$ cat config.mk
export PLATFORM = sky130hd
export DESIGN_NAME = seqcmp_n
export DESIGN_NICKNAME = d
export VERILOG_FILES = /design/src/rtl/seqcmp_n.sv
export SDC_FILE = /design/constraint.sdc
export NUM_CORES = 1
export LEC_CHECK = 0
export ABC_CLOCK_PERIOD_IN_PS = 2120
export BUFFER_PORTS_ARGS = -buffer_cell sky130_fd_sc_hd__buf_4
export CORE_MARGIN = 5
export CORE_UTILIZATION = 48
export DETAILED_ROUTE_END_ITERATION = 7
export PLACE_DENSITY = 0.84
export SYNTH_ARGS = -nofsm -noshare
export SYNTH_HDL_FRONTEND = slang
export SYNTH_SLANG_ARGS = --single-unit
$ cat constraint.sdc
create_clock -name clk -period 2.12 [get_ports clk]
set_input_delay 0.106 -clock clk [delete_from_list [all_inputs] [get_ports clk]]
set_output_delay 0.106 -clock clk [all_outputs]
set_load 0.02 [all_outputs]
$ cat src/rtl/seqcmp_n.sv
// Multi-cycle MSB-first slice comparator with start/busy/done handshake.
// Define CMP_MAG_EN to build the unsigned greater-than / less-than outputs.
module seqcmp_n #(
    parameter int WIDTH = 16,
    parameter int CHUNK = 2
) (
    input  logic             clk,
    input  logic             reset,
    input  logic             start,
    input  logic [WIDTH-1:0] a,
    input  logic [WIDTH-1:0] b,
    output logic             busy,
    output logic             done,
    output logic             aeqb,
    output logic             agtb,
    output logic             altb
);

    localparam int NCHUNK = WIDTH / CHUNK;
    localparam int IDX_W  = (NCHUNK > 1) ? $clog2(NCHUNK) : 1;
    localparam logic [IDX_W-1:0] LAST_IDX = IDX_W'(NCHUNK - 1);

    typedef enum logic [1:0] {
        IDLE = 2'd0,
        RUN  = 2'd1,
        DONE = 2'd2
    } state_t;

    state_t           state_q;
    state_t           state_d;
    logic [WIDTH-1:0] a_q;
    logic [WIDTH-1:0] b_q;
    logic [IDX_W-1:0] idx_q;
    logic [CHUNK-1:0] slice_a;
    logic [CHUNK-1:0] slice_b;
    logic             slice_ne;
    logic             accept;
    logic             finish;
    logic             aeqb_q;

    assign slice_a  = a_q[int'(idx_q) * CHUNK +: CHUNK];
    assign slice_b  = b_q[int'(idx_q) * CHUNK +: CHUNK];
    assign slice_ne = (slice_a != slice_b);

    // start is only honoured outside RUN, so a request while busy is dropped.
    assign accept = (state_q != RUN) && start;
    assign finish = (state_q == RUN) && (slice_ne || (idx_q == '0));

    // NOTE: state and datapath registers use non-blocking assignments so every
    // flop samples pre-edge values regardless of block evaluation order.
    always_ff @(posedge clk or posedge reset) begin
        if (reset) begin
            state_q <= IDLE;
        end else begin
            state_q <= state_d;
        end
    end

    // NOTE: state_d receives a default before the case so no path leaves it
    // unassigned, which would otherwise infer a latch.
    always_comb begin
        state_d = state_q;
        case (state_q)
            IDLE, DONE: state_d = start ? RUN : IDLE;
            RUN:        state_d = finish ? DONE : RUN;
            default:    state_d = IDLE;
        endcase
    end

    always_ff @(posedge clk or posedge reset) begin
        if (reset) begin
            a_q   <= '0;
            b_q   <= '0;
            idx_q <= LAST_IDX;
        end else if (accept) begin
            a_q   <= a;
            b_q   <= b;
            idx_q <= LAST_IDX;
        end else if ((state_q == RUN) && !finish) begin
            idx_q <= idx_q - IDX_W'(1);
        end
    end

    // Results move only on the edge that enters DONE and hold until the next one.
    always_ff @(posedge clk or posedge reset) begin
        if (reset) begin
            aeqb_q <= 1'b0;
        end else if (finish) begin
            aeqb_q <= !slice_ne;
        end
    end

`ifdef CMP_MAG_EN
    logic slice_gt;
    logic agtb_q;
    logic altb_q;

    assign slice_gt = (slice_a > slice_b);

    always_ff @(posedge clk or posedge reset) begin
        if (reset) begin
            agtb_q <= 1'b0;
            altb_q <= 1'b0;
        end else if (finish) begin
            agtb_q <= slice_ne && slice_gt;
            altb_q <= slice_ne && !slice_gt;
        end
    end

    assign agtb = agtb_q;
    assign altb = altb_q;
`else
    assign agtb = 1'b0;
    assign altb = 1'b0;
`endif

    assign busy = (state_q == RUN);
    assign done = (state_q == DONE);
    assign aeqb = aeqb_q;

endmodule

==> flow_metrics.py, run 1 <==
metrics = {
    "synth": {
        "yosysWarnings": 0,
        "synth.area.top_cells": "dfrtp_1 49%, mux2_2 20%, mux4_2 10%",
        "synth.top_cell.area_share_pct": 49.4,
        "yosysSeqAreaShare_pct": 53.8,
        "syn_area_um2": 1770,
        "avgSynthCellArea_um2": 14.9,
        "syn_inst": 119,
        "synth_cell_type_count": 24,
        "synth_area_leader_cell": "dfrtp_1",
        "ys_ff_latch": 38,
    },
    "floorplan": {
        "start_util_pct": 48.8,
        "die_w_um": 70.8,
        "dieArea_um2": 5010,
        "die_h_um": 70.8,
        "ios": 40,
        "num_rows": 22,
        "core_um2": 3630,
    },
    "worst_setup_path": {
        "critPathTopFamily": "multiplexers",
        "path_max_fanout": 4,
        "startpoint_type": "flop",
        "cp.required_ns": 2.31,
        "crit_path_cell_trace": "buf_12 > mux4_2 > mux2i_4 > xor2_2 > buf_4 > buf_4 > o21ai_1 > nor2b_1",
        "critPathKind": "flop to flop",
        "end_kind": "flop",
        "critPathMostFrequentCell": "buf_4",
        "cp.buffers_inverters": 3,
        "cpPeakStageDelay_ns": 0.59,
        "cp_data_arrival_time_ns": 2.43,
        "cpMaxStageDelayCell": "dfstp_2",
        "rrSetupSlack_ns": -0.12,
    },
    "outcome": {
        "outcome": "finished, violations left",
        "violations": "setup timing",
    },
    "global_routing": {
        "antenna_found_initial": 0,
        "overflow": 0,
        "global_route.usage.total_pct": 13.4,
        "grt_max_degree": 39,
        "grt_pass1_vias": 1148,
        "grt_first_pass_wirelength_um": 5230,
    },
    "cells_and_area": {
        "drive_gt1_share_pct": 62.1,
        "mostFrequentLayoutCell": "buf_4",
        "fillCellCount": 281,
        "fin_nets": 205,
        "layout_common_cells": "45 x buf_4, 35 x dfrtp_1, 32 x mux2_2",
        "ff_latch_area_um2": 955,
        "diodes": 0,
        "syn_to_final_growth_pct": 31.6,
        "multi_input_area_um2": 811,
    },
    "timing": {
        "fin_crit_ns": 2.24,
        "finalHoldViolCount": 0,
        "fin_crit_sh_pct": 106,
        "max_freq_ghz": 0.447,
        "postLayoutSetupSlackWorst_ns": -0.120,
        "skew_ns": 0.00537,
        "maxSlewViolCount": 0,
        "setup_violations": 6,
        "whs_ns": 0.0207,
        "rsz0062_at_grt": "yes",
    },
    "clocking": {
        "numCtsBuffers": 5,
        "htreeDepth": 2,
        "clock_latency_ns": 0.29,
        "root_buffer": "clkbuf_8",
        "path_clk_slew_ns": 0.07,
        "cts_tree": "yes",
        "clockBufferDepth": 2,
        "cts_sinks": 38,
    },
    "routing": {
        "route.detailed.drc": 0,
        "drt_wl_total_um": 3240,
        "ant_nets": 0,
        "wl_per_cell_um": 14.9,
        "drt-met1-wl_um": 1360,
        "routed.top_layer": "met4",
        "wl_met2_um": 1660,
        "avgViaCountPerCell": 5.00,
        "wl_met3_um": 169,
        "firstDrtPassIters": 4,
        "drt-initial-drc-count": 34,
        "vias": 1085,
    },
    "placed_design": {
        "gp_congestion": 0.730,
        "port_buffers": 37,
        "dp_hpwl_um": 2250,
    },
    "worst_hold_path": {
        "hp-class": "primary input to flop",
    },
    "job": {
        "drv_cap": 0,
    },
    "power": {
        "p_total_w": 0.00313,
        "pwr_density_cell_nw_per_um2": 1340,
        "power_leakage_nw": 1.05,
        "vdd.ir_drop.worst_uv": 632,
    },
}
report_power, final:
part           internal [W]  leakage [nW]  switching, W
clock              0.000262        0.0482      0.000249
combinational      0.000848         0.553      0.000573
sequential          0.00104         0.444      0.000164
total               0.00215          1.05      0.000986
through the flow:
stage / cell area, µm² / setup WS [ns] / util (%) / std cells / TNS, ns
after global routing: 2330 / -0.196 / 64.3 / 217 / -1.05
final: 2330 / -0.120 / 64.3 / 217 / -0.416
after detailed placement: 2120 / -0.134 / 58.4 / 203 / -0.550
after global placement: 2120 / -0.0410 / 58.4 / 203 / -0.125
after CTS: 2270 / -0.0467 / 62.5 / 216 / -0.210
after floorplan: 1780 / 0.00851 / - / 120 / 0
worst paths after layout:
path / endpoint / from / depth (start not counted)
max in group asynchronous: idx_q[2]$_DFFE_PP1P_ / reset / 4
min in group asynchronous: b_q[5]$_DFFE_PP0P_ / reset / 4
setup / recovery: aeqb$_DFFE_PP0P_ / idx_q[0]$_DFFE_PP1P_ / 8
hold reg to reg: a_q[3]$_DFFE_PP0P_ / a_q[3]$_DFFE_PP0P_ / 1
hold / removal: state_q[0]$_DFF_PP0_ / start / 2
setup reg to reg: aeqb$_DFFE_PP0P_ / idx_q[0]$_DFFE_PP1P_ / 8
cells by family after synthesis:
family | count (synthesis) | share of synthesized area [%]
mux | 47 | 34.4
flops | 38 | 53.8
simple gates | 13 | 4.16
buf+inv | 13 | 4.02
compound gates | 3 | 0.987
fa+ha+maj | 2 | 1.41
xor+xnor | 2 | 0.987
other cells | 1 | 0.211
synth_stat cells (all sizes together):
master	count
ha	2
mux2i	7
nor2b	3
buf	7
nand2b	1
and2	1
conb	1
nor4	2
o21ai	1
mux2	32
xor2	2
nor3	1
nor2	4
inv	5
nand2	1
dfstp	3
dfrtp	35
clkbuf	1
mux4	8
a21oi	1
a21o	1
state kept, by name (all words and copies together), names as in the netlist:
signal and flops:
state_q 2, idx_q 3, a_q 16, b_q 16
aeqb 1
final cells by class:
class / instances / area share (%)
sequential: 38 / 40.9
multi-input combinational: 69 / 34.7
tap: 48 / 2.57
clock inverter: 1 / 0.214
inverter: 5 / 0.804
timing repair buffer: 49 / 17.1
clock buffer: 7 / 3.70
layer usage:
layer	GRT usage (%)	up-vias
li1	-	514
met1	17.3	536
met2	21.3	30
met3	3.27	5
met4	6.26	0
met5	0	-
what timing repair did:
item	CTS	global route
gates resized for setup	2	9
setup endpoints to repair	6	6
pin swaps	1	3
hold buffers	1	0
setup buffers	4	2
hold endpoints to repair	35	0
(Power assumes the default switching activity.)
==> run 2, diff against run 1 <==
--- a/config.mk
+++ b/config.mk
@@ -10,7 +10,7 @@
 export CORE_MARGIN = 5
 export CORE_UTILIZATION = 48
 export DETAILED_ROUTE_END_ITERATION = 7
-export PLACE_DENSITY = 0.84
+export PLACE_DENSITY_LB_ADDON = 0.12
 export SYNTH_ARGS = -nofsm -noshare
 export SYNTH_HDL_FRONTEND = slang
 export SYNTH_SLANG_ARGS = --single-unit
==> flow_metrics.py, run 2 (synthesized netlist as in run 1, its figures left out) <==
metrics = {
    "outcome": {
        "outcome": "finished, violations left",
        "violations": "setup timing",
    },
    "routing": {
        "drt_wl_total_um": 2980,
        "drt-initial-drc-count": 22,
        "ant_nets": 0,
        "firstDrtPassIters": 4,
        "wl_per_cell_um": 14.0,
        "vias": 1071,
        "avgViaCountPerCell": 5.03,
        "route.detailed.drc": 0,
    },
    "cells_and_area": {
        "mostFrequentLayoutCell": "buf_4",
        "multi_input_area_um2": 820,
        "diodes": 0,
        "fillCellCount": 296,
        "layout_common_cells": "44 x buf_4, 35 x dfrtp_1, 32 x mux2_2",
        "ff_latch_area_um2": 955,
        "utilization_pct": 62.8,
        "syn_to_final_growth_pct": 28.7,
        "drive_gt1_share_pct": 60.6,
        "final_area_um2": 2280,
        "largestRegisters": "a_q: 16 flops, b_q: 16 flops, idx_q: 3 flops",
        "fin_nets": 201,
    },
    "power": {
        "switching_share_pct": 31.1,
        "pwr_density_cell_nw_per_um2": 1320,
        "power_frac_comb_pct": 43.2,
        "clock_power_share_pct": 16.4,
        "p_int_w": 0.00207,
        "power_leakage_nw": 1.01,
        "vdd.ir_drop.worst_uv": 628,
        "power_switching_w": 0.000937,
        "seq_power_share_pct": 40.4,
        "p_total_w": 0.00301,
    },
    "floorplan": {
        "dieArea_um2": 5010,
        "die_h_um": 70.8,
        "num_rows": 22,
        "start_util_pct": 48.8,
        "die_w_um": 70.8,
        "ios": 40,
        "core_um2": 3630,
    },
    "clocking": {
        "root_buffer": "clkbuf_8",
        "clockBufferDepth": 2,
        "cts_sinks": 38,
        "path_clk_slew_ns": 0.07,
        "htreeDepth": 2,
        "numCtsBuffers": 5,
        "cts_tree": "yes",
        "clock_latency_ns": 0.28,
    },
    "worst_setup_path": {
        "cpPeakStageDelay_ns": 0.57,
        "cp.required_ns": 2.33,
        "path_max_fanout": 3,
        "cp_data_arrival_time_ns": 2.37,
        "startpoint_type": "flop",
        "end_kind": "flop",
        "crit_path_cell_trace": "mux4_2 > mux2i_1 > xor2_2 > nor4_2 > mux2i_1",
        "rrSetupSlack_ns": -0.04,
        "reg2reg_depth": 5,
        "cpMaxStageDelayCell": "dfstp_2",
        "critPathMostFrequentCell": "mux2i_1",
        "critPathKind": "flop to flop",
    },
    "worst_hold_path": {
        "hp-class": "primary input to flop",
        "whs_path_depth": 2,
    },
    "timing": {
        "max_freq_ghz": 0.463,
        "skew_ns": 0.00471,
        "whs_ns": 0.0356,
        "fin_crit_sh_pct": 102,
        "setup_violations": 4,
        "maxSlewViolCount": 0,
        "fin_crit_ns": 2.16,
        "rsz0062_at_grt": "yes",
        "postLayoutSetupSlackWorst_ns": -0.0398,
        "finalHoldViolCount": 0,
    },
    "global_routing": {
        "global_route.usage.total_pct": 13.2,
        "antenna_found_initial": 0,
        "grt_first_pass_wirelength_um": 5140,
        "overflow": 0,
        "grt_pass1_vias": 1171,
        "grt_max_degree": 39,
    },
    "placed_design": {
        "pre_cts_ws_ns": -0.191,
        "dp_hpwl_um": 2280,
        "gp_congestion": 0.738,
        "placed_area_um2": 2110,
        "port_buffers": 37,
    },
    "job": {
        "drv_cap": 0,
    },
}
-- run 2: metrics by stage --
step	setup TNS, ns	cells
finish	-0.115	213
global placement	-0.303	203
floorplan	0	120
CTS	-0.142	213
global route	-0.800	213
detailed placement	-0.590	203
-- run 2: final cells by class --
cell class / instances / area share, %
repair buffers: 45 / 14.9
well taps: 48 / 2.63
inverters: 5 / 0.822
flip-flops and latches: 38 / 41.8
multi-input cells: 69 / 35.9
clock buffers: 8 / 3.95
-- run 2: repair_timing --
action                                  in CTS  in global routing
pin swaps                                    2                  4
endpoints found under the setup margin       5                  6
gates resized for setup                      5                  5
cloned                                       0                  0
hold buffers                                 1                  0
setup buffers                                1                  0
endpoints found under the hold margin       35                  0
-- run 2: routing by layer --
metal | routed length [µm] | up-vias | global-route usage, %
li1 | - | 507 | -
met1 | 1180 | 537 | 16.0
met2 | 1620 | 25 | 21.8
met3 | 165 | 2 | 4.97
met4 | 10 | 0 | 4.38
met5 | 0 | - | 0
-- run 2: critical path: cells and delay by family, from the launching register on --
family	cells	cell delay, ns
xor+xnor	1	0.17
simple gates	1	0.33
mux	3	1.02
flops	1	0.57
-- run 2: power by group through the flow --
stage | logic (W) | clock network [W] | registers [W]
final | 0.00130 | 0.000494 | 0.00122
after global routing | 0.00141 | 0.000538 | 0.00127
after CTS | 0.00121 | 0.000502 | 0.00122
after detailed placement | 0.00111 | 0 | 0.00124
after global placement | 0.00108 | 0 | 0.00123
after floorplan | 0.000864 | 0 | 0.00115
-- run 2: worst paths after layout --
check,start,end
worst min-delay path,start,state_q[0]$_DFF_PP0_
max in group asynchronous,reset,idx_q[2]$_DFFE_PP1P_
worst max-delay path,idx_q[2]$_DFFE_PP1P_,idx_q[2]$_DFFE_PP1P_
worst max register to register,idx_q[2]$_DFFE_PP1P_,idx_q[2]$_DFFE_PP1P_
worst min register to register,b_q[15]$_DFFE_PP0P_,b_q[15]$_DFFE_PP0P_
min in group asynchronous,reset,b_q[3]$_DFFE_PP0P_
